File: src/rtl/if_stage.sv
// if_stage: RV32IM instruction fetch with busywait handshake, redirect/stall handling and IF/ID register.
module if_stage #(
  parameter logic [31:0] RESET_PC  = 32'h0000_0000,
  parameter logic [31:0] NOP_INSTR = 32'h0000_0013
) (
  input  logic        CLK,
  input  logic        RESET,
  input  logic        STALL,
  input  logic        BRANCH_TAKEN,
  input  logic [31:0] BRANCH_TARGET,
  output logic [31:0] IMEM_ADDR,
  output logic        IMEM_READ,
  input  logic        IMEM_BUSYWAIT,
  input  logic [31:0] IMEM_INSTR,
  output logic        FETCH_STALL,
  output logic [31:0] IF_ID_PC,
  output logic [31:0] IF_ID_PC_PLUS4,
  output logic [31:0] IF_ID_INSTR,
  output logic        IF_ID_VALID,
  output logic [6:0]  OPCODE,
  output logic [2:0]  FUNC3,
  output logic [6:0]  FUNC7,
  output logic [4:0]  RD,
  output logic [4:0]  RS1,
  output logic [4:0]  RS2
);
  typedef enum logic {S_FETCH, S_DROP} state_t;
  state_t      r_state, w_state_n;
  logic [31:0] r_pc, w_pc_n, r_drop_addr, w_drop_addr_n;
  logic [31:0] r_ifid_pc, r_ifid_pc4, r_ifid_instr;
  logic        r_ifid_valid;
  logic        w_load, w_bubble;
  logic [31:0] w_pc4, w_tgt;

  assign w_pc4       = r_pc + 32'd4;
  assign w_tgt       = BRANCH_TARGET & ~32'h3;
  assign IMEM_READ   = !RESET;
  // DROP keeps the abandoned address on the bus until memory finishes it
  assign IMEM_ADDR   = (r_state == S_DROP) ? r_drop_addr : r_pc;
  assign FETCH_STALL = IMEM_READ && IMEM_BUSYWAIT;

  always_comb begin
    w_state_n     = r_state;
    w_pc_n        = r_pc;
    w_drop_addr_n = r_drop_addr;
    w_load        = 1'b0;
    w_bubble      = 1'b0;
    if (r_state == S_DROP) begin
      w_pc_n    = BRANCH_TAKEN ? w_tgt : r_pc;
      w_bubble  = !STALL;
      w_state_n = IMEM_BUSYWAIT ? S_DROP : S_FETCH;
    end else if (BRANCH_TAKEN) begin
      w_pc_n        = w_tgt;
      w_bubble      = 1'b1;
      w_drop_addr_n = IMEM_BUSYWAIT ? r_pc : r_drop_addr;
      w_state_n     = IMEM_BUSYWAIT ? S_DROP : S_FETCH;
    end else if (!STALL) begin
      w_load   = !IMEM_BUSYWAIT;
      w_bubble = IMEM_BUSYWAIT;
      w_pc_n   = IMEM_BUSYWAIT ? r_pc : w_pc4;
    end
  end

  always_ff @(posedge CLK) begin
    if (RESET) begin
      r_state      <= S_FETCH;
      r_pc         <= RESET_PC;
      r_drop_addr  <= RESET_PC;
      r_ifid_pc    <= 32'd0;
      r_ifid_pc4   <= 32'd0;
      r_ifid_instr <= NOP_INSTR;
      r_ifid_valid <= 1'b0;
    end else begin
      r_state     <= w_state_n;
      r_pc        <= w_pc_n;
      r_drop_addr <= w_drop_addr_n;
      if (w_load) begin
        r_ifid_pc    <= r_pc;
        r_ifid_pc4   <= w_pc4;
        r_ifid_instr <= IMEM_INSTR;
        r_ifid_valid <= 1'b1;
      end else if (w_bubble) begin
        r_ifid_instr <= NOP_INSTR;
        r_ifid_valid <= 1'b0;
      end
    end
  end

  assign IF_ID_PC       = r_ifid_pc;
  assign IF_ID_PC_PLUS4 = r_ifid_pc4;
  assign IF_ID_INSTR    = r_ifid_instr;
  assign IF_ID_VALID    = r_ifid_valid;
  assign OPCODE         = r_ifid_instr[6:0];
  assign FUNC3          = r_ifid_instr[14:12];
  assign FUNC7          = r_ifid_instr[31:25];
  assign RD             = r_ifid_instr[11:7];
  assign RS1            = r_ifid_instr[19:15];
  assign RS2            = r_ifid_instr[24:20];
endmodule

File: config.mk
export PLATFORM = sky130hd
export DESIGN_NAME = if_stage
export DESIGN_NICKNAME = d
export VERILOG_FILES = /design/src/rtl/if_stage.sv
export SDC_FILE = /design/constraint.sdc
export NUM_CORES = 1
export LEC_CHECK = 0
export ABC_AREA = 1
export CORE_ASPECT_RATIO = 0.8
export CORE_MARGIN = 2
export CORE_UTILIZATION = 34
export CTS_BUF_LIST = sky130_fd_sc_hd__clkbuf_4
export DETAILED_ROUTE_END_ITERATION = 10
export HOLD_SLACK_MARGIN = 0.03
export MAX_ROUTING_LAYER = met4
export PLACE_DENSITY_LB_ADDON = 0.25
export SLEW_MARGIN = 10
export SYNTH_ARGS = -nofsm -noshare
export SYNTH_HDL_FRONTEND = slang
export SYNTH_SLANG_ARGS = --single-unit
File: constraint.sdc
create_clock -name CLK -period 1.7 [get_ports CLK]
set_input_delay 0.34 -clock CLK [delete_from_list [all_inputs] [get_ports CLK]]
set_output_delay 0.34 -clock CLK [all_outputs]
set_load 0.005 [all_outputs]
==> impl_metrics.json <==
{
  "drt-total-wl_um": 24500,
  "die_y_um": 132,
  "worst_pin_slew_ns": 0.643,
  "fin_ws_ns": -0.191,
  "cts_tree": "built",
  "final_cell_mix": "nand2_1, a21oi_1, dlygate4sd2_1, o21ai_0, buf_4",
  "final-seq-area_um2": 3200,
  "grt_use_total": 0.229,
  "cp_max_fo": 7,
  "synth.avg_cell_area_um2": 7.25,
  "insertion_delay_ns": 0.56,
  "synthCells": 958,
  "fin_util": 0.534,
  "yosys.cell_types.count": 32,
  "placementRows": 46,
  "ioPinCount": 232,
  "synth_top_family_by_area": "compound AO/OA/AOI/OAI gates",
  "hold_path_class": "input pin to flip-flop",
  "arrival_ns": 1.55,
  "grt_pass1_vias": 6957,
  "status": "finished, violations left",
  "crit_type": "flip-flop to output pin",
  "dp_hpwl_um": 17200,
  "drc_errors": 0,
  "slew_headroom": 0.572,
  "p_leak_uw": 0.00477,
  "drt-pass1-iter-count": 5,
  "overflow": 0,
  "max_freq_mhz": 529,
  "synth-xor-area-share": 0.00756,
  "vias": 7403,
  "rsz0062_at_grt": "true",
  "powerDensity_nw_per_um2": 764,
  "cp-startpoint": "r_state",
  "drtIter0Drc": 559,
  "synth_fa_ha_area_frac": 0.00180,
  "irDropWorstVdd_mv": 0.446,
  "multi_input_area_um2": 3420,
  "grt_max_degree": 62,
  "start_util": 0.349,
  "cp_num_cells": 4,
  "cp-endpoint": "IMEM_ADDR[27]",
  "setup-violations-final": 30,
  "fillers": 1995,
  "ys_ff_latch": 154,
  "final_common_cell": "nand2_1",
  "fin_nets": 1295,
  "crit_buf_inv": 3,
  "grt_first_pass_wirelength_um": 37700,
  "cts.reportedPaths.clkPinSlew_ns": 0.15,
  "holdBufCountCts": 0,
  "cap_viol_max_count": 0,
  "violations": "setup timing",
  "ys_seq_area_frac": 0.444,
  "endpoint_kind": "output pin",
  "fin_crit_ns": 1.89,
  "avgRoutedWirePerCell_um": 16.3,
  "timing.hold.ws_ns": 0.300,
  "ant_nets": 0,
  "synthSimpleGateAreaFrac": 0.212,
  "cp_cell_sequence": "buf_6 -> buf_16 -> o21ai_4 -> buf_2",
  "cp.required_ns": 1.36,
  "area_delta_synth_final_pct": 53.0,
  "cts_buffers": 17,
  "r2r_start": "r_pc[3]",
  "muxShareOfSynthArea": 0,
  "portBuffers": 223,
  "core_um2": 19900,
  "startpoint_type": "flip-flop",
  "slew_viol_final": 0,
  "synth_compound_area_frac": 0.222,
  "min_period_over_period": 1.11,
  "ctsRootBufferMaster": "clkbuf_4",
  "hold_viol_final": 0,
  "clockBufferDepth": 2,
  "timing.rr.end": "IF_ID_PC_PLUS4[11]",
  "antenna_found_initial": 1,
  "h-tree-depth": 4,
  "die_area_um2": 21600,
  "drive_gt1_frac": 0.289,
  "gp_congestion": 0.927,
  "yosysWarnings": 0,
  "die_x_um": 164,
  "reg2reg_slack_ns": 0.08,
  "setup_tns_ns": -4.41,
  "cp_top_family": "buffers and inverters",
  "clock_skew_ns": 0.0161,
  "slowest_delay_ns": 0.42,
  "slowest_stage": "dfxtp_4",
  "netlist_area_um2": 6950,
  "cts_sinks": 154,
  "via_per_inst": 4.93,
  "rr_worst_depth": 7
}
==> registers in the layout, indices dropped and copies added, names as in the netlist <==
register,cells
IF_ID_VALID,1
IF_ID_INSTR,32
IF_ID_PC_PLUS4,30
r_drop_addr,30
IF_ID_PC,30
r_pc,30
r_state,1
==> kinds of logic (layout without fill, tap and decap cells) <==
kind of cell | after synthesis | count (layout)
flops | 154 | 154
simple gates | 340 | 340
buf+inv | 152 | 427
xor+xnor | 6 | 6
fa+ha+maj | 1 | 1
compound gates | 304 | 304
other cells | 1 | 7
==> per-layer routing <==
layer | routed length [um] | vias up | track usage
met5 | 0 | - | -
met4 | 242 | 0 | 0.0443
met3 | 1510 | 14 | 0.0472
met2 | 11800 | 232 | 0.372
met1 | 10900 | 3491 | 0.296
li1 | - | 3666 | -
==> tightest hold or removal path, stage by stage <==
cell,delay (ns)
clkdlybuf4s50_1,0.39
nand2_1,0.06
a21oi_1,0.05
==> timing repair <==
item                       CTS  global route
pin swaps                   31            16
gates resized for setup    421            54
gates cloned                 4             0
setup buffers               28             2
setup endpoints to repair  165            74
==> where the power goes <==
part | leakage (uW) | switching, uW | internal [uW] | total [uW]
clock | 0.000176 | 1490 | 1200 | 2700
combinational | 0.00330 | 751 | 726 | 1480
sequential | 0.00130 | 146 | 3800 | 3950
==> area by class of cell <==
cell class / count / share of cell area
inverter: 53 / 0.0192
antenna: 1 / 0.000235
tap: 264 / 0.0311
clock inverter: 15 / 0.0200
timing repair buffer: 342 / 0.295
sequential: 154 / 0.301
multi-input combinational: 657 / 0.321
clock buffer: 17 / 0.0120
==> per-stage QoR <==
| step | setup WS [ns] | power [uW] | instance area, um2 | std cells |
|---|---|---|---|---|
| after detailed placement | -0.196 | 5430 | 9770 | 1438 |
| after global routing | -0.283 | 8470 | 10600 | 1503 |
| final | -0.191 | 8120 | 10600 | 1503 |
| after floorplan | 0.287 | 4570 | 6970 | 963 |
| after CTS | -0.318 | 8140 | 10500 | 1501 |
| after global placement | -0.195 | 5420 | 9770 | 1438 |
==> synth_stat cells <==
library cell / count / area, um2
o21bai_1: 2 / 15.0
nand4_1: 4 / 25.0
nand2_1: 216 / 811
a21oi_1: 148 / 741
nor3_1: 6 / 30.0
buf_4: 45 / 338
buf_6: 2 / 22.5
o21a_1: 1 / 7.51
o211ai_1: 3 / 22.5
o21ai_0: 142 / 711
nor2_2: 4 / 25.0
nand3_1: 45 / 225
nand2_2: 4 / 25.0
nand3_4: 1 / 17.5
conb_1: 1 / 3.75
o22ai_1: 3 / 18.8
inv_1: 47 / 176
clkbuf_2: 1 / 5.00
dfxtp_1: 154 / 3080
nor3_4: 1 / 16.3
xor2_1: 6 / 52.6
o21ai_1: 3 / 15.0
clkbuf_1: 32 / 120
a31oi_1: 2 / 12.5
nor2_1: 48 / 180
inv_2: 5 / 18.8
buf_2: 19 / 95.1
ha_1: 1 / 12.5
nor3b_1: 1 / 7.51
nand2_4: 1 / 11.3
clkinv_1: 1 / 3.75
nor2_4: 9 / 101
==> worst min-delay path by stage <==
stage,startpoint,end,depth (start not counted)
floorplan,IF_ID_PC_PLUS4[3],IF_ID_PC_PLUS4[3],2
global placement,IF_ID_PC_PLUS4[4],IF_ID_PC_PLUS4[4],2
detailed placement,IF_ID_PC_PLUS4[30],IF_ID_PC_PLUS4[30],2
CTS,IMEM_INSTR[24],IF_ID_INSTR[24],3
global route,IMEM_INSTR[24],IF_ID_INSTR[24],3
finish,IMEM_INSTR[24],IF_ID_INSTR[24],3
No activity file was read; power rests on OpenSTA's default activity.
